--- src/rtl/muldiv_pkg.sv ---
// Shared types and constants for the multiply/divide sequencer.
package muldiv_pkg;

    typedef enum logic [1:0] {
        IDLE,
        LAUNCH,
        WAIT,
        DONE
    } state_t;

    localparam logic OP_MULT = 1'b0;
    localparam logic OP_DIV  = 1'b1;

    localparam int TIMEOUT_DEFAULT = 64;

endpackage

--- src/rtl/muldiv_ctrl_if.sv ---
// Control-unit side of the multiply/divide sequencer: requests, MTHI/MTLO and results.
interface muldiv_ctrl_if;

    logic        start;
    logic        op;
    logic [31:0] a;
    logic [31:0] b;
    logic        hi_we;
    logic        lo_we;
    logic [31:0] wdata;
    logic        busy;
    logic        done;
    logic        divzero;
    logic        timeout;
    logic [31:0] hi;
    logic [31:0] lo;

    modport master (
        output start, op, a, b, hi_we, lo_we, wdata,
        input  busy, done, divzero, timeout, hi, lo
    );

    modport slave (
        input  start, op, a, b, hi_we, lo_we, wdata,
        output busy, done, divzero, timeout, hi, lo
    );

endinterface

--- src/rtl/muldiv_watchdog.sv ---
// Clearable up-counter that flags an engine which has been waited on for TIMEOUT cycles.
module muldiv_watchdog
    import muldiv_pkg::*;
#(
    parameter int TIMEOUT = TIMEOUT_DEFAULT
) (
    input  logic clk,
    input  logic Reset,
    input  logic clear,
    input  logic enable,
    output logic expired
);

    localparam int CW = $clog2(TIMEOUT);

    logic [CW-1:0] count;

    // NOTE: sequential state uses non-blocking assignments so every register samples pre-edge values.
    always_ff @(posedge clk or posedge Reset) begin
        if (Reset) begin
            count <= '0;
        end else if (clear) begin
            count <= '0;
        end else if (enable && !expired) begin
            count <= count + 1'b1;
        end
    end

    assign expired = (count == CW'(TIMEOUT - 1));

endmodule

--- src/rtl/muldiv_ctrl.sv ---
// Sequencer for the shared mult/div engines: operand capture, start pulse, stall,
// HI/LO commit, MTHI/MTLO, divide-by-zero and watchdog abort.
module muldiv_ctrl
    import muldiv_pkg::*;
#(
    parameter int TIMEOUT = TIMEOUT_DEFAULT
) (
    input  logic         clk,
    input  logic         Reset,
    muldiv_ctrl_if.slave cu,
    output logic [31:0]  eng_a,
    output logic [31:0]  eng_b,
    output logic         multControl,
    output logic         divControl,
    input  logic         multStop,
    input  logic         divStop,
    input  logic [31:0]  mult_hi,
    input  logic [31:0]  mult_lo,
    input  logic [31:0]  div_hi,
    input  logic [31:0]  div_lo
);

    state_t      state, state_nxt;
    logic        op_q;
    logic        divzero_q;
    logic        timeout_q;
    logic [31:0] hi_q, lo_q;
    logic        req_divzero;
    logic        sel_stop;
    logic        wd_expired;
    logic        mt_allowed;

    assign req_divzero = cu.start && (cu.op == OP_DIV) && (cu.b == '0);
    // Only the launched engine's stop counts; the other one may still hold a stale level.
    assign sel_stop    = (op_q == OP_DIV) ? divStop : multStop;
    assign mt_allowed  = (state == IDLE) || (state == DONE);

    muldiv_watchdog #(.TIMEOUT(TIMEOUT)) u_watchdog (
        .clk    (clk),
        .Reset  (Reset),
        .clear  (state == LAUNCH),
        .enable (state == WAIT),
        .expired(wd_expired)
    );

    always_ff @(posedge clk or posedge Reset) begin
        if (Reset) state <= IDLE;
        else       state <= state_nxt;
    end

    // NOTE: every output of this block gets a default first so no latch is inferred.
    always_comb begin
        state_nxt   = state;
        multControl = 1'b0;
        divControl  = 1'b0;
        cu.busy     = 1'b0;
        cu.done     = 1'b0;
        cu.divzero  = 1'b0;
        cu.timeout  = 1'b0;
        case (state)
            IDLE: begin
                if (cu.start) state_nxt = req_divzero ? DONE : LAUNCH;
            end
            LAUNCH: begin
                multControl = (op_q == OP_MULT);
                divControl  = (op_q == OP_DIV);
                cu.busy     = 1'b1;
                state_nxt   = WAIT;
            end
            WAIT: begin
                cu.busy = 1'b1;
                if (sel_stop || wd_expired) state_nxt = DONE;
            end
            DONE: begin
                cu.done    = 1'b1;
                cu.divzero = divzero_q;
                cu.timeout = timeout_q;
                state_nxt  = IDLE;
            end
            default: state_nxt = IDLE;
        endcase
    end

    always_ff @(posedge clk or posedge Reset) begin
        if (Reset) begin
            op_q      <= OP_MULT;
            eng_a     <= '0;
            eng_b     <= '0;
            divzero_q <= 1'b0;
            timeout_q <= 1'b0;
            hi_q      <= '0;
            lo_q      <= '0;
        end else begin
            if (mt_allowed && cu.hi_we) hi_q <= cu.wdata;
            if (mt_allowed && cu.lo_we) lo_q <= cu.wdata;
            case (state)
                IDLE: begin
                    if (req_divzero) begin
                        divzero_q <= 1'b1;
                    end else if (cu.start) begin
                        op_q  <= cu.op;
                        eng_a <= cu.a;
                        eng_b <= cu.b;
                    end
                end
                WAIT: begin
                    if (sel_stop) begin
                        hi_q <= (op_q == OP_DIV) ? div_hi : mult_hi;
                        lo_q <= (op_q == OP_DIV) ? div_lo : mult_lo;
                    end else if (wd_expired) begin
                        timeout_q <= 1'b1;
                    end
                end
                DONE: begin
                    divzero_q <= 1'b0;
                    timeout_q <= 1'b0;
                end
                default: ;
            endcase
        end
    end

    assign cu.hi = hi_q;
    assign cu.lo = lo_q;

endmodule

--- src/flat_wrapper.sv ---
// flat-port wrapper written by rule: the top's interface ports become plain ports
module muldiv_ctrl_flat import muldiv_pkg::*;
#(
    parameter int TIMEOUT = TIMEOUT_DEFAULT
)
  (clk, Reset, eng_a, eng_b, multControl, divControl, multStop, divStop, mult_hi, mult_lo, div_hi, div_lo, cu_start, cu_op, cu_a, cu_b, cu_hi_we, cu_lo_we, cu_wdata, cu_busy, cu_done, cu_divzero, cu_timeout, cu_hi, cu_lo);
  muldiv_ctrl_if cu_i ();
  input  logic clk;
  input  logic Reset;
  output logic [31:0] eng_a;
  output logic [31:0] eng_b;
  output logic multControl;
  output logic divControl;
  input  logic multStop;
  input  logic divStop;
  input  logic [31:0] mult_hi;
  input  logic [31:0] mult_lo;
  input  logic [31:0] div_hi;
  input  logic [31:0] div_lo;
  input wire logic [$bits(cu_i.start)-1:0] cu_start;
  input wire logic [$bits(cu_i.op)-1:0] cu_op;
  input wire logic [$bits(cu_i.a)-1:0] cu_a;
  input wire logic [$bits(cu_i.b)-1:0] cu_b;
  input wire logic [$bits(cu_i.hi_we)-1:0] cu_hi_we;
  input wire logic [$bits(cu_i.lo_we)-1:0] cu_lo_we;
  input wire logic [$bits(cu_i.wdata)-1:0] cu_wdata;
  output wire logic [$bits(cu_i.busy)-1:0] cu_busy;
  output wire logic [$bits(cu_i.done)-1:0] cu_done;
  output wire logic [$bits(cu_i.divzero)-1:0] cu_divzero;
  output wire logic [$bits(cu_i.timeout)-1:0] cu_timeout;
  output wire logic [$bits(cu_i.hi)-1:0] cu_hi;
  output wire logic [$bits(cu_i.lo)-1:0] cu_lo;
  assign cu_i.start = cu_start;
  assign cu_i.op = cu_op;
  assign cu_i.a = cu_a;
  assign cu_i.b = cu_b;
  assign cu_i.hi_we = cu_hi_we;
  assign cu_i.lo_we = cu_lo_we;
  assign cu_i.wdata = cu_wdata;
  assign cu_busy = cu_i.busy;
  assign cu_done = cu_i.done;
  assign cu_divzero = cu_i.divzero;
  assign cu_timeout = cu_i.timeout;
  assign cu_hi = cu_i.hi;
  assign cu_lo = cu_i.lo;
  muldiv_ctrl #(.TIMEOUT(TIMEOUT)) u_core (.clk(clk), .Reset(Reset), .cu(cu_i), .eng_a(eng_a), .eng_b(eng_b), .multControl(multControl), .divControl(divControl), .multStop(multStop), .divStop(divStop), .mult_hi(mult_hi), .mult_lo(mult_lo), .div_hi(div_hi), .div_lo(div_lo));
endmodule
--- config.mk ---
export PLATFORM = sky130hd
export DESIGN_NAME = muldiv_ctrl_flat
export DESIGN_NICKNAME = d
export VERILOG_FILES = /design/src/rtl/muldiv_pkg.sv /design/src/rtl/muldiv_ctrl_if.sv /design/src/rtl/muldiv_watchdog.sv /design/src/rtl/muldiv_ctrl.sv /design/src/flat_wrapper.sv
export SDC_FILE = /design/constraint.sdc
export NUM_CORES = 1
export LEC_CHECK = 0
export CAP_MARGIN = 20
export CORE_MARGIN = 3
export CORE_UTILIZATION = 36
export DETAILED_ROUTE_END_ITERATION = 6
export HOLD_SLACK_MARGIN = 0.02
export PLACE_DENSITY = 0.76
export SETUP_SLACK_MARGIN = 0.3
export SLEW_MARGIN = 10
export SYNTH_ARGS = -nofsm -noshare
export SYNTH_HDL_FRONTEND = slang
export SYNTH_HIERARCHICAL = 1
export SYNTH_SLANG_ARGS = --single-unit
--- constraint.sdc ---
create_clock -name clk -period 4.3 [get_ports clk]
set_clock_uncertainty 0.1 [all_clocks]
set_input_delay 0.86 -clock clk [delete_from_list [all_inputs] [get_ports clk]]
set_output_delay 0.86 -clock clk [all_outputs]
set_load 0.02 [all_outputs]
==> results.toml, run 1 <==
[clock_tree]
cts_sinks = 139
cts_made_buffers = 17
cts_root_buf = "clkbuf_16"
cts_resized = 0
cts_max_path_buffers = 2
clk_pin_slew_worst_paths_ps = 70
hold_buffers = 0
post-cts-setup-buffers = 0
cts_tree = "done"
htreeDepth = 4
clk_latency_ps = 410

[sta]
layout_min_cycle_time_ps = 3020
drv_slew = 0
timing.setup.tns_ps = 0
setup_viol = 0
clock.fmax_mhz = 331
hold_viol = 0
tightest_slew_ps = 994
period_share_pct = 70.3
relSlewSlack_pct = 33.7
grt_setup_unrepaired = "false"
holdWs_ps = 388

[yosys]
synth_top_family_by_area = "simple AND/OR/NAND/NOR gates"
ys_types = 41
synthArstFlopShare_pct = 100
synth_fp_nets = 891
synth_compound_area_share_pct = 15.8
netlist_area_um2 = 6740
syn_area_per_cell_um2 = 10.3
yosysSeqAreaShare_pct = 51.6
synth_mux_area_share_pct = 10.5
syn_inst = 654
yosysTopAreaCell = "dfrtp_1"
yosysWarnings = 6
synth_top_area_share_pct = 51.6
synth_xor_area_share_pct = 0
synthTopCellsByArea = "dfrtp_1 52%, mux2_1 7.7%, nand2_1 7.5%, a211oi_1 7.2%, nor2b_1 6.2%"
synth_adder_area_share_pct = 0.929
synth-edff-count = 0
yosys.area_share.simple_pct = 16.9
synth_seq_cells = 139
synth_ff_type = "dfrtp_1"

[worst_setup_path]
path_max_fanout = 9
worstSetupPathType = "flip-flop to primary output"
cp-end-kind = "primary output"
critPathLaunchType = "flip-flop"
cp.required_ps = 3340
arrival_ps = 2060

[routing]
routed_wl_um = 23500
avgViaCountPerCell = 5.11
first_pass_iters = 4
antenna_left = 0
drc = 0
num_vias = 6342
drt_iter0_drc = 260
routedWlPerCell_um = 18.9

[pwr]
power.density_nw_per_um2 = 750
p_leak_nw = 4.44
power_mw = 8.36
ir_drop_uv = 412

[die]
initial_utilization_pct = 37.1
die_h_um = 143
io_pins = 366
rows = 49
fp.dieArea_um2 = 20400
die_w_um = 143
core_area_um2 = 18100

[grt]
grt_antenna_before_repair = 1
grt_pass1_vias = 6249
grt_max_degree = 98
grt_pass1_wl_um = 35200
globalRoute.totalOverflow = 0
gr-usage-all-layers_pct = 22.2

[finish]
diodes = 0
layout_common_cells = "365 x clkdlybuf4s50_1, 138 x dfrtp_1, 133 x nand2_1"
nFillCells = 1530
utilization_pct = 61.4
fin_area_um2 = 11100
area_delta_synth_final_pct = 65.3
layout_commonest_cell = "clkdlybuf4s50_1"
layout-drive-gt1-share_pct = 6.72
multi_input_area_um2 = 2990
register_area_um2 = 3480
final_nets = 1236

[place]
dpl_cell_area_um2 = 10600
hpwl_um = 17500
port_buffers = 365
place.gp.congestion = 0.853

[run_status]
status = "finished clean"

[min_path]
hp-class = "flip-flop to flip-flop"

[flow_run]
maxCapViolCount = 0
-- stage by stage --
| step | setup WS [ps] | cells |
|---|---|---|
| finish | 1280 | 1241 |
| global route | 1170 | 1241 |
| CTS | 1240 | 1241 |
| detailed placement | 923 | 1209 |
| global placement | 916 | 1209 |
| floorplan | 1690 | 654 |
-- cell usage after synthesis, types with 2 or more instances --
master	n
buf_1	2
buf_2	8
nor3_1	2
inv_1	10
nor3b_1	2
nand3_1	3
mux2_2	16
a31oi_1	66
a21oi_1	2
nand2_1	134
and2_1	4
nand2b_1	2
dfrtp_1	139
nor4_1	8
nand4_1	3
nor2b_1	67
o311ai_0	4
a211oi_1	65
mux2_1	46
ha_1	5
nor2_1	5
buf_6	6
clkbuf_1	34
a22o_1	4
-- critical path, stage by stage (launching register included) --
cell	delay, ps
dfrtp_1	420
inv_1	90
ha_1	330
nor2b_1	170
clkdlybuf4s50_1	640
-- where the power goes --
part,total [mW],internal (mW),switching (mW)
clock network,1.44,0.797,0.639
logic,4.51,2.08,2.44
registers,2.41,1.99,0.412
total,8.36,4.87,3.49
-- cells by family after synthesis --
family	after synthesis
AOI/OAI and AO/OA	150
adders and majority gates	5
buffers and inverters	61
DFF	139
muxes	63
and+or+nand+nor	236
-- layer usage --
metal | share of wire (%) | track usage (%) | vias to the layer above
met1 | 41 | 28.0 | 3042
met5 | 0.055 | 0 | -
met4 | 1.3 | 5.55 | 2
met2 | 51 | 38.0 | 234
met3 | 7.1 | 5.79 | 25
li1 | - | - | 3039
-- registers in the layout, indices dropped and copies added, names as in the netlist --
| register | flops |
|---|---|
| u_core/eng_b | 32 |
| u_core/u_watchdog/count | 6 |
| u_core/divzero_q | 1 |
| u_core/cu.lo | 32 |
| u_core/timeout_q | 1 |
| u_core/state | 2 |
| u_core/cu.hi | 32 |
| u_core/op_q | 1 |
| u_core/eng_a | 32 |
-- layout make-up --
class / instances / share of cell area [%]
Clock buffer: 19 / 4.07
Inverter: 10 / 0.371
Multi-Input combinational cell: 454 / 26.9
Timing Repair Buffer: 377 / 33.7
Sequential cell: 139 / 31.3
Tap cell: 229 / 2.57
Clock inverter: 13 / 1.13
-- path summary, 6_finish.rpt --
kind                                 start                         end  slack, ps  depth (start not counted)
setup / recovery           u_core/state[1]                 multControl       1280                          4
hold / removal             u_core/eng_b[1]             u_core/eng_b[1]        390                          1
setup reg to reg           u_core/state[0]            u_core/cu.lo[11]       1700                          6
hold reg to reg            u_core/eng_b[1]             u_core/eng_b[1]        390                          1
max in group asynchronous            Reset             u_core/cu.hi[7]       2340                          3
min in group asynchronous            Reset  u_core/u_watchdog/count[4]        660                          2
(Power assumes the default switching activity.)
==> inputs of run 2 (changes only) <==
CORE_AREA = 3 3 142 144   (was default)
CORE_MARGIN = default   (was 3)
CORE_UTILIZATION = default   (was 36)
DIE_AREA = 0 0 145 147   (was default)
PLACE_DENSITY = 0.72   (was 0.76)
clock period = 3.1 ns   (was 4.3 ns; I/O delays follow)
==> results.toml, run 2 (synthesis results as in run 1) <==
[run_status]
status = "finished clean"

[grt]
gr-usage-met2_pct = 37.0
use_met3_pct = 5.34
grt_max_degree = 134
gr-usage-all-layers_pct = 21.8
globalRoute.totalOverflow = 0
grt_antenna_before_repair = 0
busiest_layer = "met2"
grt_pass1_vias = 6413
use_met1_pct = 27.5
grt_pass1_wl_um = 36700

[place]
hpwl_um = 17700
port_buffers = 365
dpl_cell_area_um2 = 10700
place.gp.congestion = 0.818

[sta]
clock.fmax_mhz = 386
relSlewSlack_pct = 51.7
drv_slew = 0
hold_viol = 0
setup_viol = 0
grt_setup_unrepaired = "false"
timing.setup.tns_ps = 0
layout_min_cycle_time_ps = 2590
tightest_slew_ps = 724
period_share_pct = 83.6

[clock_tree]
cts_max_path_buffers = 2
cts_tree = "done"
cts_root_buf = "clkbuf_16"
cts_made_buffers = 17
clk_pin_slew_worst_paths_ps = 60
clk_latency_ps = 410
cts_sinks = 139
htreeDepth = 4
post-cts-setup-buffers = 0

[pwr]
power.density_nw_per_um2 = 1040
ir_drop_uv = 525
power_mw = 11.8
p_leak_nw = 4.53

[finish]
final_nets = 1239
layout_common_cells = "362 x clkdlybuf4s50_1, 138 x dfrtp_1, 133 x nand2_1"
diodes = 0
layout-drive-gt1-share_pct = 7.00
fin_area_um2 = 11300
layout_commonest_cell = "clkdlybuf4s50_1"
area_delta_synth_final_pct = 67.5

[routing]
routed_wl_um = 23600
num_vias = 6290
drc = 0
routedWlPerCell_um = 18.5
first_pass_iters = 4
avgViaCountPerCell = 4.93
antenna_left = 0
drt_iter0_drc = 217

[min_path]
min_from = "u_core/eng_a[28]"
hp-class = "flip-flop to flip-flop"

[worst_setup_path]
cp.required_ps = 2380
regToRegStartpoint = "u_core/state[0]"
arrival_ps = 1870
cp-end-kind = "primary output"
startpoint = "u_core/state[0]"
path_max_fanout = 5
worstSetupPathType = "flip-flop to primary output"
critPathLaunchType = "flip-flop"

[die]
io_pins = 366
fp.dieArea_um2 = 21300
die_h_um = 147
die_w_um = 145
core_area_um2 = 18800
initial_utilization_pct = 35.8
rows = 50

[flow_run]
maxCapViolCount = 0
## run 2: layer usage
layer | vias to the layer above | share of wire, %
met3 | 32 | 5.8
met4 | 0 | 2.5
met5 | - | 0
li1 | 3056 | -
met2 | 220 | 50
met1 | 2982 | 42
## run 2: repair_timing
item | CTS | global route
pin swaps | 0 | 0
gates resized for setup | 1 | 3
hold buffers | 0 | 0
endpoints found under the setup margin | 2 | 3
cloned | 0 | 0
## run 2: final timing paths
path	depth (start not counted)	endpoint	slack (ps)
min in group asynchronous	2	u_core/u_watchdog/count[3]	430
min	1	u_core/eng_a[28]	390
max	3	cu_divzero	510
min reg2reg	1	u_core/eng_a[28]	390
max reg2reg	6	u_core/cu.hi[10]	910
max in group asynchronous	3	u_core/op_q	1590
## run 2: cell type report
cell class	instances	area (um2)
Clock buffer	20	457
Clock inverter	12	138
Fill cell	1592	7540
Inverter	10	41.3
Multi-Input combinational cell	454	3000
Sequential cell	139	3480
Tap cell	260	325
Timing Repair Buffer	380	3850
## run 2: stage by stage
| stage | worst slack (ps) | util (%) | hold slack [ps] | std cells |
|---|---|---|---|---|
| floorplan | 729 | - | 311 | 654 |
| global placement | 87.3 | 56.7 | 372 | 1243 |
| detailed placement | 86.3 | 56.7 | 380 | 1243 |
| CTS | 310 | 59.9 | 395 | 1275 |
| global route | 413 | 59.9 | 405 | 1275 |
| finish | 510 | 59.9 | 388 | 1275 |
## run 2: worst max-delay path, stage by stage, from the launching register on
cell             delay (ps)
dfrtp_1                 400
ha_1                    260
and2_1                  170
clkdlybuf4s50_1         630
## run 2: report_power, final
group / internal (mW) / switching [mW] / leakage [nW]
logic: 2.97 / 3.38 / 2.59
registers: 2.77 / 0.595 / 1.65
clock network: 1.23 / 0.810 / 0.287
total: 6.97 / 4.79 / 4.53
